**config.mk**
```make
export PLATFORM = sky130hd
export DESIGN_NAME = wr_receiver
export DESIGN_NICKNAME = d
export VERILOG_FILES = /design/src/rtl/wr_receiver.sv
export SDC_FILE = /design/constraint.sdc
export NUM_CORES = 1
export LEC_CHECK = 0
export BUFFER_PORTS_ARGS = -buffer_cell sky130_fd_sc_hd__clkbuf_2
export CAP_MARGIN = 5
export CORE_MARGIN = 2
export CORE_UTILIZATION = 50
export DETAILED_ROUTE_END_ITERATION = 10
export HOLD_SLACK_MARGIN = 0.15
export PLACE_DENSITY_LB_ADDON = 0.3
export SETUP_SLACK_MARGIN = 0.02
export SLEW_MARGIN = 15
export SYNTH_ARGS = -nofsm -noshare
export SYNTH_HDL_FRONTEND = slang
export SYNTH_SLANG_ARGS = --single-unit
```
**constraint.sdc**
```tcl
create_clock -name CLK -period 3.4 [get_ports CLK]
set_clock_uncertainty 0.15 [all_clocks]
set_input_delay 0.51 -clock CLK [delete_from_list [all_inputs] [get_ports CLK]]
set_output_delay 0.51 -clock CLK [all_outputs]
set_load 0.05 [all_outputs]
```
**src/rtl/wr_receiver.sv**
```systemverilog
// rtl/wr_receiver.sv - worker-result receiver: option decode, token FIFO, registered token output
// Optional statistics (TOKEN_COUNT/DROP_COUNT): define WR_RECEIVER_STATS_EN.
module wr_receiver #(
  parameter int DATA_WIDTH          = 32,
  parameter int COLOR_WIDTH         = 16,
  parameter int ADDR_WIDTH          = 10,
  parameter int OPTION_WIDTH        = 2,
  parameter int FIFO_DEPTH          = 4,
  parameter int WORKER_RESULT_WIDTH = OPTION_WIDTH + ADDR_WIDTH + COLOR_WIDTH + DATA_WIDTH,
  parameter int TOKEN_WIDTH         = 2 + ADDR_WIDTH + COLOR_WIDTH + DATA_WIDTH
) (
  input  logic                           CLK,
  input  logic                           RST,
  input  logic                           RECEIVE_WR_VALID,
  input  logic [WORKER_RESULT_WIDTH-1:0] RECEIVE_WR_DATA,
  output logic                           RECEIVE_WR_READY,
  output logic                           SEND_TK_VALID,
  output logic [TOKEN_WIDTH-1:0]         SEND_TK_DATA,
  input  logic                           SEND_TK_READY
`ifdef WR_RECEIVER_STATS_EN
  ,
  output logic [15:0]                    TOKEN_COUNT,
  output logic [15:0]                    DROP_COUNT
`endif
);

  localparam int PTR_W     = $clog2(FIFO_DEPTH);
  localparam int CNT_W     = PTR_W + 1;
  localparam int PAYLOAD_W = ADDR_WIDTH + COLOR_WIDTH + DATA_WIDTH;

  typedef enum logic {OUT_EMPTY, OUT_FULL} out_state_t;

  out_state_t             r_state;
  out_state_t             w_state_next;
  logic [TOKEN_WIDTH-1:0] r_mem [FIFO_DEPTH];
  logic [PTR_W-1:0]       r_wr_ptr;
  logic [PTR_W-1:0]       r_rd_ptr;
  logic [CNT_W-1:0]       r_count;
  logic [CNT_W-1:0]       w_count_next;
  logic                   r_ready;
  logic                   w_ready_next;
  logic [TOKEN_WIDTH-1:0] r_tk_data;

  logic [OPTION_WIDTH-1:0] w_opt;
  logic [PAYLOAD_W-1:0]    w_payload;
  logic                    w_port;
  logic                    w_single;
  logic                    w_discard;
  logic [TOKEN_WIDTH-1:0]  w_token;
  logic                    w_accept;
  logic                    w_push;
  logic                    w_pop;
  logic                    w_fifo_empty;
  logic                    w_out_xfer;

  assign w_opt     = RECEIVE_WR_DATA[WORKER_RESULT_WIDTH-1 -: OPTION_WIDTH];
  assign w_payload = RECEIVE_WR_DATA[PAYLOAD_W-1:0];

  always_comb begin
    w_port    = 1'b0;
    w_single  = 1'b0;
    w_discard = 1'b0;
    if (w_opt == OPTION_WIDTH'(1)) begin
      w_port = 1'b1;
    end else if (w_opt == OPTION_WIDTH'(2)) begin
      w_single = 1'b1;
    end else if (w_opt != OPTION_WIDTH'(0)) begin
      w_discard = 1'b1;
    end
  end

  assign w_token      = {w_port, w_single, w_payload};
  assign w_accept     = RECEIVE_WR_VALID & r_ready;
  assign w_push       = w_accept & ~w_discard;
  assign w_fifo_empty = (r_count == '0);
  assign w_out_xfer   = (r_state == OUT_FULL) & SEND_TK_READY;

  // Pops look only at the registered occupancy, so a same-edge push is never forwarded.
  always_comb begin
    w_state_next = r_state;
    w_pop        = 1'b0;
    case (r_state)
      OUT_EMPTY: begin
        if (!w_fifo_empty) begin
          w_pop        = 1'b1;
          w_state_next = OUT_FULL;
        end
      end
      OUT_FULL: begin
        if (w_out_xfer) begin
          if (!w_fifo_empty) begin
            w_pop = 1'b1;
          end else begin
            w_state_next = OUT_EMPTY;
          end
        end
      end
      default: w_state_next = OUT_EMPTY;
    endcase
  end

  always_comb begin
    w_count_next = r_count;
    if (w_push && !w_pop) begin
      w_count_next = r_count + CNT_W'(1);
    end else if (!w_push && w_pop) begin
      w_count_next = r_count - CNT_W'(1);
    end
  end

  assign w_ready_next = (w_count_next < CNT_W'(FIFO_DEPTH));

  always_ff @(posedge CLK) begin
    if (!RST) begin
      r_state   <= OUT_EMPTY;
      r_wr_ptr  <= '0;
      r_rd_ptr  <= '0;
      r_count   <= '0;
      r_ready   <= 1'b0;
      r_tk_data <= '0;
    end else begin
      r_state <= w_state_next;
      r_count <= w_count_next;
      r_ready <= w_ready_next;
      if (w_push) begin
        r_wr_ptr <= r_wr_ptr + PTR_W'(1);
      end
      if (w_pop) begin
        r_rd_ptr  <= r_rd_ptr + PTR_W'(1);
        r_tk_data <= r_mem[r_rd_ptr];
      end
    end
  end

  always_ff @(posedge CLK) begin
    if (RST && w_push) begin
      r_mem[r_wr_ptr] <= w_token;
    end
  end

  assign RECEIVE_WR_READY = r_ready;
  assign SEND_TK_VALID    = (r_state == OUT_FULL);
  assign SEND_TK_DATA     = r_tk_data;

`ifdef WR_RECEIVER_STATS_EN
  logic        w_drop;
  logic [15:0] r_token_count;
  logic [15:0] r_drop_count;

  assign w_drop = w_accept & w_discard;

  always_ff @(posedge CLK) begin
    if (!RST) begin
      r_token_count <= 16'h0000;
      r_drop_count  <= 16'h0000;
    end else begin
      if (w_out_xfer && (r_token_count != 16'hFFFF)) begin
        r_token_count <= r_token_count + 16'd1;
      end
      if (w_drop && (r_drop_count != 16'hFFFF)) begin
        r_drop_count <= r_drop_count + 16'd1;
      end
    end
  end

  assign TOKEN_COUNT = r_token_count;
  assign DROP_COUNT  = r_drop_count;
`endif

endmodule

```
* Word-level counts from Yosys, hierarchy flattened
Memory sizes are Yosys's and may differ from the RTL's. A register that Yosys moved wholly into a read port is not among the register bits.
Index checks and enable logic that the tools add are counted.
** Word-level totals
- Register bits after elaboration :: 9
- RAM bits :: 240
- Input port bits :: 64
- Output and inout bits :: 62
- Word-level logic and storage cells :: 41
- Memories kept :: 1
** Operators by class
- $add $sub $neg :: 4
- Magnitude comparators :: 1
- Equality and inequality tests :: 2
- Mux-type cells :: 15
- Bitwise logic cells :: 5
- Reductions and logical operators :: 8
** Memories
- r_mem :: words 4, bits a word 60, read ports 1, clocked after Yosys merged registers in 1, write ports 1, line 35 : logic [TOKEN_WIDTH-1:0] r_mem [FIFO_DEPTH];
** Operator list (count)
- two-way mux 1 bit :: 11
- two-way mux 3 bit :: 2
- adder 2 x 1 -> 2 bit (second input constant) :: 2
- case mux 1 bit (2 select lines) :: 2
- adder 3 x 1 -> 3 bit (second input constant) :: 1
- bitwise AND 1 bit :: 3
- logical AND 1 bit :: 3
- zero test 1 bit :: 3
- zero test 3 bit :: 1
- less-than comparator 3 bit (second input constant) :: 1
- subtractor 3 x 1 -> 3 bit (second input constant) :: 1
- equality test 2 x 1 -> 1 bit (second input constant) :: 1
- equality test 2 bit (second input constant) :: 1
- inverter 1 bit :: 2
- nonzero test 2 bit :: 1

* Logic depth before layout (Yosys ltp)
- Word-level depth :: 11
- Mapped depth :: 9

* Least setup slack after synthesis
No wires, ideal clock.
- Path type :: register to register
- Start :: reg r_ready, in the netlist RECEIVE_WR_READY
- End :: mem r_mem[1][0] (netlist name) (enable)
- Setup time :: 0.425 ns
- Arrival :: 2.541 ns
- Required time :: 2.825 ns
- Path slack :: 0.284 ns
- Stages on the path, launching flop included :: 4
- Buffers on the path :: 0
- Cell sequence :: dfxtp_1 -> nand2_1 -> nor2_1 -> and3_1
** On the way
- Cells in the longest elaborated chain, start to end :: 5
** Ends and longest elaborated chain
- start: declaration :: line 40 : logic r_ready;
- start signal: assignment :: line 124 : r_ready <= w_ready_next;
- bitwise AND 1 bit :: line 73 : assign w_accept = RECEIVE_WR_VALID & r_ready;
- bitwise AND 1 bit :: line 74 : assign w_push = w_accept & ~w_discard;
- logical AND 1 bit :: line 136 : if (RST && w_push) begin
- two-way mux 1 bit :: line 136
- two-way mux 1 bit (implied by the code) :: line 137 : r_mem[r_wr_ptr] <= w_token;
- end: declaration :: line 35
No other way between the ends.

* Final worst setup path
- Start :: reg r_ready, in the netlist RECEIVE_WR_READY
- End :: mem r_mem[3][34] (netlist name) (enable)
The elaborated chain is that of the path after synthesis.

==> impl_results.md <==
- Status: finished, final reports clean
- Maximum buffer depth of the clock tree: 3
- Max Cap Viol: 0
- Critical-path cell list: nand2_1 -> nor2_1 -> and3_4 -> buf_4
- Die Area: around 23000 sq um
- RSZ-0062 raised after global routing: no
- Number of synthesized register bits: 309
- Worst-case reg-to-reg path depth: 4
- Row count: 54
- Clock transition at path regs: ~0.060 ns
- TritonCTS clock tree: yes
- Sequential fraction of design power: around 43%
- Post-Layout Cell Count: 1029
- First-pass GRT wire length: 33100 um
- Critical Path Sink Type: register
- Vert. Die Dim: 153 um
- Reg-to-reg setup timing slack: 1.23 ns
- Share of the synthesized area in the top cell type: 64.8%
- Largest net degree at the start of global routing: between 60 and 70
- Post-layout total power: 0.0113 W
- Worst-Margin Slew: 0.901 ns
- Worst hold path depth: 2
- Reg-to-reg startpoint: RECEIVE_WR_READY
- I/O pins: ~130
- Post-CTS Setup Bufs: 0
- Clk network pwr share: around 29%
- Post-synth top area cell: edfxtp_1
- Critical path's slowest cell: and3_4
- Placed Cells: 915
- DR vias: ~5600
- Final worst path period share: between 60% and 70%
- Number of global-route vias before repair: 5911
- Gr ovfl total: 0
- Power per cell area: between 800 and 900 nW/um^2
- Hpwl dp: 12900 um
- Register area share after synthesis: 77.2%
- Routability cong.: between 0.7 and 0.8
- P_leak: about 4.8 nW
- Area growth syn-to-layout: 22.8%
- H-tree depth: 1
- Yosys warning count: 0
- Skew-Pair Late Insertion Delay: roughly 0.54 ns
- WP data required: roughly 3.5 ns
- IO buf count: between 100 and 150
- Sw Ratio: 32.9%
- Worst slew margin: 39.9%
- Crit Path Class: register to register
- Die Wd: 153 um
- Setup violators final: 0
- Fmax: 0.460 GHz
- Distinct cells, synth: 30
- Setup TNS Final: 0 ns
- Fillers: 1529
- Total track usage: 18.1%
- Syn Area/Cell: 21.4 sq um
- Initial antenna violation count: 2
- CTS resizes: 0
- Drt via density: 5.48
- CTS buffer count: 30
- Switching power of the nets: 0.00372 W
- Slew Limit Fails: 0
- Time the worst path needs with I/O delays and setup: 2.17 ns
- Worst Hold Path EP: r_mem[1][58]
- Critical Path AT: 2.25 ns
- Layout cell share with drive strength beyond 1: 33.5%
- Antenna viol nets, final: 0
- Router iterations before antenna repair: 4
- Worst hold-check path type: primary input to register
- Worst-path fanout max: 32
- Hold wc startpoint: RECEIVE_WR_DATA[58]
- Wirelength per Cell: 20.5 um
- R2R Path End: r_mem[3][34]
- DR iter-0 viols: 378
- Syn Nets: 593
- Synth Instances: 520
- Pint: 0.00759 W
- Synth Cell Area: 11100 sq um
- Fin nets: 798
- Ranking of synthesized cells by area: edfxtp_1, dfxtp_1, mux4_2, a22o_1, mux4_1
- DRT Wirelength: 21100 um
- CTS sink cnt: 309
- Initial Util: about half
- Antenna Cells: 0
- Core Area: 21800 sq um
- DR DRC count: 0
- Startpoint Class: register
- Slowest stage delay, CP: 0.59 ns
- Combinational group share of total power: between 20% and 30%
- Peak VDD IR: 0.495 mV
- Final Hold Fails: 0
- Root buf cell: clkbuf_16
worst max path at each step:
stage          cells after the start                 from          endpoint
2_1_floorplan                      3     RECEIVE_WR_READY       r_mem[1][0]
4_1_cts                            3          r_rd_ptr[0]  SEND_TK_DATA[24]
5_1_grt                            4     RECEIVE_WR_READY      r_mem[3][34]
6_report                           4     RECEIVE_WR_READY      r_mem[3][34]
3_5_place_dp                       5  RECEIVE_WR_DATA[58]      r_mem[3][46]
3_3_place_gp                       5  RECEIVE_WR_DATA[58]      r_mem[3][14]
logic make-up (layout without fill, tap and decap cells):
| kind of cell | count (synthesis) | in the layout | share of synthesized area (%) |
|---|---|---|---|
| flip-flops | 309 | 309 | 77.2 |
| AO/OA/AOI/OAI | 79 | 79 | 5.70 |
| multiplexers | 60 | 60 | 12.4 |
| buffers and inverters | 35 | 264 | 2.18 |
| AND/OR/NAND/NOR | 28 | 28 | 1.54 |
| adder cells (fa/ha/maj) | 9 | 9 | 1.01 |
Yosys cell counts, drive strengths merged:
master and number:
a211oi 2, dfxtp 69, and3b 1, or3b 1
nand2b 2, edfxtp 240, a22o 60, mux4 60
o21ai 6, nor2b 5, inv 8, and2 2
or3 2, or4 1, ha 9, buf 15
nor2 3, o31ai 2, and3 4, nand3 1
clkbuf 12, nor3b 2, nor3 1, a21oi 9
nand2 3
placed cells by master, fill, tap and decap left out, types with 4 or more instances in the layout:
| cell type | count |
|---|---|
| clkbuf_1 | 6 |
| mux4_1 | 6 |
| inv_1 | 7 |
| buf_4 | 15 |
| clkbuf_16 | 31 |
| a22o_1 | 60 |
| o21ai_0 | 6 |
| nor2b_1 | 5 |
| dlygate4sd3_1 | 58 |
| a21oi_1 | 8 |
| clkinv_1 | 5 |
| clkbuf_2 | 125 |
| mux4_2 | 54 |
| and3_4 | 4 |
| ha_1 | 9 |
| bufinv_16 | 4 |
| edfxtp_1 | 240 |
| dfxtp_1 | 67 |
| clkinv_2 | 7 |
cell type report:
class / instances / area (sq um) / share of cell area (%)
Clock buffer: 37 / 798 / 5.84
Sequential cell: 309 / 8600 / 62.9
Timing Repair Buffer: 200 / 1360 / 9.95
Tap cell: 280 / 350 / 2.56
Multi-Input combinational cell: 176 / 2330 / 17.0
Inverter: 8 / 32.5 / 0.238
Clock inverter: 19 / 198 / 1.45
stage by stage:
stage	utilization [%]	cell area [sq um]	hold WS, ns	setup slack (ns)
2_1_floorplan	-	11100	0.325	0.284
3_3_place_gp	55.4	12100	0.308	0.883
3_5_place_dp	55.4	12100	0.312	0.825
4_1_cts	62.6	13700	0.157	1.18
5_1_grt	62.6	13700	0.186	1.07
6_report	62.6	13700	0.187	1.23
state kept, by name, indices dropped and copies added, names as in the netlist, named ones only:
name and cells:
RECEIVE_WR_READY 1, SEND_TK_VALID 1, SEND_TK_DATA 60, r_count 2, r_mem 240, r_rd_ptr 2, r_wr_ptr 2
worst max-delay path, delay by kind of cell, from the launching register on:
kind | cells | cell delay (ns)
AND/OR/NAND/NOR | 3 | 1.03
buffers and inverters | 1 | 0.33
flip-flops | 1 | 0.33
what timing repair did:
| action | 4_1_cts | 5_1_grt |
|---|---|---|
| hold endpoints to repair | 232 | 0 |
| setup endpoints to repair | 0 | 0 |
| hold buffers | 58 | 0 |
layer usage:
layer	vias to the layer above	track usage (%)	share of wire, %	wire (um)
met4	4	4.06	1.2	247
met1	2859	25.6	44	9220
met5	-	0	0.13	27
met3	29	3.63	6.1	1290
li1	2568	-	-	-
met2	176	29.6	49	10400
power by group through the flow:
stage	clock network (W)	logic, W	registers [W]
final	0.00329	0.00315	0.00487
after global routing	0.00350	0.00333	0.00494
after CTS	0.00336	0.00318	0.00488
after detailed placement	0	0.00311	0.00495
after global placement	0	0.00306	0.00493
after floorplan	0	0.00148	0.00588
(Power assumes the default switching activity.)
